--- config.mk ---
export PLATFORM = sky130hd
export DESIGN_NAME = tile_skew_feeder
export DESIGN_NICKNAME = d
export VERILOG_FILES = /design/src/rtl/tile_skew_feeder.sv
export SDC_FILE = /design/constraint.sdc
export NUM_CORES = 1
export LEC_CHECK = 0
export CORE_MARGIN = 5
export CORE_UTILIZATION = 49
export CTS_CLUSTER_DIAMETER = 150
export DETAILED_ROUTE_END_ITERATION = 16
export GPL_TIMING_DRIVEN = 1
export PLACE_DENSITY = 0.84
export SETUP_SLACK_MARGIN = 0.02
export SLEW_MARGIN = 20
export SYNTH_ARGS = -nofsm -noshare
export SYNTH_HDL_FRONTEND = slang
export SYNTH_SLANG_ARGS = --single-unit
--- constraint.sdc ---
create_clock -name clk -period 2.5 [get_ports clk]
set_input_delay 0.375 -clock clk [delete_from_list [all_inputs] [get_ports clk]]
set_output_delay 0.375 -clock clk [all_outputs]
set_load 0.1 [all_outputs]
--- src/rtl/tile_skew_feeder.sv ---
// tile_skew_feeder: pops one SIZE x SIZE tile from tile_fifo and streams it
// into the left edge of the systolic array in diagonal (skewed) order.
// Lane r carries tile row r, delayed r steps, so element [r][k] appears on
// lane r at stream step k+r. One tile takes 2*SIZE-1 stream steps.

// Per-lane decode: selects row element k = step - ROW when it is in range.
module tile_skew_lane #(
    parameter int SIZE   = 2,
    parameter int STEP_W = 2,
    parameter int ROW    = 0
) (
    input  logic                    en,
    input  logic [STEP_W-1:0]       step,
    input  logic [SIZE-1:0][7:0]    row,
    output logic                    vld,
    output logic [7:0]              data
);

    logic signed [STEP_W:0] k;

    // Signed offset at STEP_W+1 bits so lanes ahead of the wavefront go negative.
    always_comb begin
        k    = $signed({1'b0, step}) - $signed((STEP_W+1)'(ROW));
        vld  = 1'b0;
        data = '0;
        if (en && (k >= 0) && (k < $signed((STEP_W+1)'(SIZE)))) begin
            vld = 1'b1;
            for (int i = 0; i < SIZE; i++) begin
                if (k == $signed((STEP_W+1)'(i))) data = row[i];
            end
        end
    end

endmodule

module tile_skew_feeder #(
    parameter int SIZE   = 2,
    parameter int STEP_W = $clog2(2*SIZE)
) (
    input  logic                             clk,
    input  logic                             rst_n,
    output logic                             pop,
    input  logic                             pop_rdy,
    input  logic [SIZE-1:0][SIZE-1:0][7:0]   tile_in,
    input  logic                             stall,
    output logic [SIZE-1:0][7:0]             lane_data,
    output logic [SIZE-1:0]                  lane_valid,
    output logic                             tile_first,
    output logic                             tile_last,
    output logic                             busy
);

    typedef enum logic [1:0] {
        IDLE   = 2'd0,
        WAIT   = 2'd1,
        STREAM = 2'd2
    } state_t;

    localparam logic [STEP_W-1:0] LAST = STEP_W'(2*SIZE-2);

    state_t                           state_q, state_d;
    logic [STEP_W-1:0]                step_q, step_d;
    logic [SIZE-1:0][SIZE-1:0][7:0]   tile_q, tile_d;
    logic                             streaming;

    // Pop only from IDLE; gated by rst_n so the port reads 0 while held in reset.
    assign pop       = rst_n && (state_q == IDLE) && pop_rdy && !stall;
    assign streaming = (state_q == STREAM);
    assign busy      = (state_q != IDLE);
    assign tile_first = streaming && (step_q == '0);
    assign tile_last  = streaming && (step_q == LAST);

    // Next-state: capture in WAIT regardless of stall, advance in STREAM unless stalled.
    always_comb begin
        state_d = state_q;
        step_d  = step_q;
        tile_d  = tile_q;
        unique case (state_q)
            IDLE: begin
                if (pop) state_d = WAIT;
            end
            WAIT: begin
                tile_d  = tile_in;
                step_d  = '0;
                state_d = STREAM;
            end
            STREAM: begin
                if (!stall) begin
                    if (step_q == LAST) begin
                        state_d = IDLE;
                        step_d  = '0;
                    end else begin
                        step_d = step_q + 1'b1;
                    end
                end
            end
            default: begin
                state_d = IDLE;
                step_d  = '0;
            end
        endcase
    end

    // State registers; reset discards any tile in flight.
    always_ff @(posedge clk or negedge rst_n) begin
        if (!rst_n) begin
            state_q <= IDLE;
            step_q  <= '0;
            tile_q  <= '0;
        end else begin
            state_q <= state_d;
            step_q  <= step_d;
            tile_q  <= tile_d;
        end
    end

    // One decoder per lane, all driven from the registered tile and step.
    for (genvar r = 0; r < SIZE; r++) begin : g_lane
        tile_skew_lane #(
            .SIZE   (SIZE),
            .STEP_W (STEP_W),
            .ROW    (r)
        ) u_lane (
            .en   (streaming),
            .step (step_q),
            .row  (tile_q[r]),
            .vld  (lane_valid[r]),
            .data (lane_data[r])
        );
    end

endmodule
# == Word-level counts from Yosys, hierarchy flattened ==
# Cells that the tools add are included.
# W data, S select, Z words.
# word_totals
reg_bits,36
inputBits,36
out_inout_bits,22
# classes
add_sub_neg,2
n_lt_le_gt_ge,4
eq_ne,8
n_mux,15
bitwise_logic,1
n_reduce_logical,17
# op_table
op,count
$mux W8,6
$mux W2,5
$logic_and A1 B1 Y1,9
$eq A2 B2 Y1 const B,3
$logic_not A3 Y1,2
$ne A2 B2 Y1 const B,3
$pmux W2 S3,1
$logic_not A2 Y1,2
$pmux W2 S2,1
$eq A3 B2 Y1 const B,1
$ge A3 B1 Y1 const B,1
$lt A3 B3 Y1 const B,1
$reduce_and A3 Y1,1
$sub A2 B1 Y3 const B,1
$add A2 B1 Y2 const B,1
$eq A2 B1 Y1 const B,1
$ge A2 B1 Y1 const B,1
$lt A2 B2 Y1 const B,1
$mux W1,2
$reduce_and A2 Y1,1
$reduce_bool A2 Y1,1
$logic_not A1 Y1,1
$not A1 Y1,1

# == Longest topological paths before layout ==
# depth
ltp_word,6
ltp_mapped,5
depth_no_buf,3

# == Hierarchy ==
# From an unflattened synthesis, not the netlist that was laid out.
# hier_totals
cells_unflattened,141
area_unflattened_um2,1869.3
# modules_own_cells
mod,instances,cells_per_inst,area_each_um2,seq_area_each_um2
tile_skew_feeder,1,90,1515.2,900.9
tile_skew_lane at g_lane[1].u_lane,1,31,217.7,0.0
tile_skew_lane at g_lane[0].u_lane,1,20,136.4,0.0

# == Least setup slack after synthesis ==
# OpenSTA, ideal clock, no wires.
# synth_timing
path_type,reg-to-output
from,reg state_q[1]
to,out pop
arrival_ns,3.096
t_required_ns,2.125
path_slack_ns,-0.971
path_stages_with_launch,3
n_path_buf,0
path_cell_list,dfrtp_1 or2_2 nor3_1
# synth_between
elab_chain_cells,4
# synth_rtl
element,line_no,rtl
"start, declared",61,"state_t state_q, state_d;"
"start signal, assigned",111,state_q <= state_d;
$logic_not A2 Y1,67,assign pop = rst_n && (state_q == IDLE) && pop_rdy && !stall;
$logic_and A1 B1 Y1 (3 in a row),67,
"end, declared",42,"output logic pop,"
# Every way passes these cells.

==> reports/metrics.yaml <==
status: "complete, no violations"
path_clk_slew_ns: 0.07
min_period_ns: 2.37
placed_area_um2: 2580
final_area_um2: 2740
mostFrequentLayoutCell: "dfrtp_1"
critPathKind: "flop to output port"
synthesis.area_um2: 1810
antenna_found_initial: 0
p_total_mw: 4.12
synth.yosys.warnings: 0
worstPathMaxFanout: 12
grt_pass1_vias: 1440
track_usage_pct: 18.5
ys_ff_latch: 36
seq_area_frac_synth_pct: 49.7
grt_max_degree: 37
syn_avg_cell_area_um2: 13.5
start_util_pct: 49.9
fp.coreArea_um2: 3630
hpwl_um: 3200
synth_cell_types: 21
num_vias: 1254
fp-row-count: 22
yosysTopAreaCellShare_pct: 49.7
synthToLayoutAreaGrowth_pct: 51.2
drtAntennaViolNets: 0
fmax_ghz: 0.422
min_period_over_period_pct: 94.7
worstPathArrival_ns: 1.99
detail_route.wl_per_cell_um: 18.0
synth_area_leaders: "dfrtp_1 (50%), mux2_4 (24%), mux2i_1 (5.5%)"
worst_pin_slew_ns: 0.665
rsz0062_at_grt: "no"
pin_count: 58
first_pass_iters: 4
setup_tns_ns: 0
cts_tree: "yes"
drive_gt1_share_pct: 34.6
syn_nets: 170
cts_made_buffers: 5
cts.path.max_buffers: 2
numClockSinks: 36
cts_hold_repair.buffers: 0
die_w_um: 70.9
clockRootBuffer: "clkbuf_8"
synthCells: 134
drc: 0
setup_viol: 0
wl_um: 4290
start_kind: "flop"
p_leak_nw: 1.20
dp.cells: 231
num_antenna_cells: 0
drv_slew: 0
worstPathRequired_ns: 2.12
end_kind: "output port"
hold_violations: 0
gp_congestion: 0.869
relSlewSlack_pct: 55.6
clk_latency_ns: 0.29
yosys.area.top_type: "dfrtp_1"
viasPerCell: 5.25
irDropWorstVdd_uv: 684
fin_cells: 239
final_cell_mix: "dfrtp_1 (36), clkdlybuf4s50_1 (34), mux2_4 (29)"
fin_worst_skew_ns: 0.00510
hp-class: "input port to async pin"
dieArea_um2: 5020
drtIter0Drc: 81
fin_nets: 226
ctsResizeCount: 0
powerDensity_nw_per_um2: 1500
io_buffer_count: 57
grt_pass1_wl_um: 7130
die_h_um: 70.9
cap_viol_max_count: 0
htreeDepth: 2
cts_setup_buffers: 0
globalRouteOverflowTotal: 0
[per-stage QoR]
step / setup slack [ns] / hold WS, ns / util [%]
6_report: 0.133 / 0.138 / 75.5
5_1_grt: 0.0206 / 0.186 / 75.5
4_1_cts: 0.123 / 0.150 / 75.5
3_5_place_dp: 0.460 / 0.465 / 71.1
3_3_place_gp: 0.570 / 0.451 / 71.1
2_1_floorplan: -0.0539 / 0.0794 / -
[cells by family (layout without fill, tap and decap cells)]
group,Yosys count,count (layout),share of synthesized area (%)
buffers and inverters,13,70,6.48
flip-flops,36,36,49.7
multiplexers,42,42,31.4
AO/OA/AOI/OAI,10,10,4.00
AND/OR/NAND/NOR,33,33,8.48
[power breakdown]
part	leakage, nW	internal [mW]	switching [mW]
clock network	0.0784	0.499	0.212
registers	0.437	0.869	0.205
logic	0.682	0.970	1.36
[layer usage]
| metal | global-route usage (%) | vias up | wire [µm] |
|---|---|---|---|
| met2 | 32.3 | 36 | 2330 |
| met3 | 5.40 | 11 | 207 |
| met5 | 0 | - | 0 |
| li1 | - | 568 | - |
| met4 | 8.56 | 0 | 121 |
| met1 | 20.8 | 639 | 1630 |
[worst paths after layout]
path / end / slack (ns) / cells past startpoint / startpoint
max: lane_data[2] / 0.13 / 4 / state_q[0]
min reg2reg: tile_q[12] / 0.50 / 1 / tile_q[12]
min: tile_q[25] / 0.14 / 2 / rst_n
min in group clk: state_q[0] / 0.41 / 3 / rst_n
max reg2reg: tile_q[30] / 0.83 / 3 / state_q[0]
max in group asynchronous: tile_q[14] / 2.05 / 2 / rst_n
[final cells by class]
type	count	area [µm²]
clock buffer	5	68.8
clock inverter	3	90.1
fill	237	891
inverter	2	7.51
multi-input combinational	85	807
sequential	36	901
tap	48	60.1
timing repair buffer	60	808
[synthesized netlist by cell type]
cell type,n
a21oi_1,1
a22oi_1,8
buf_12,3
buf_2,4
buf_4,2
buf_6,1
clkbuf_1,1
dfrtp_1,36
inv_1,2
mux2_1,3
mux2_4,29
mux2i_1,10
nand2_1,1
nand2b_1,2
nor2_1,22
nor2b_1,3
nor2b_4,1
nor3_1,2
o21bai_1,1
or2_1,1
or2_2,1
[sequential cells by signal, summed over array words and instances, names as in the netlist]
register,cells
step_q,2
state_q,2
tile_q,32
[worst max-delay path: stages (launching register included)]
cell      delay (ns)
dfrtp_1         0.43
nand2b_1        0.36
or2_1           0.44
nor2_1          0.25
buf_12          0.21
Power figures use the tool's default switching activity.
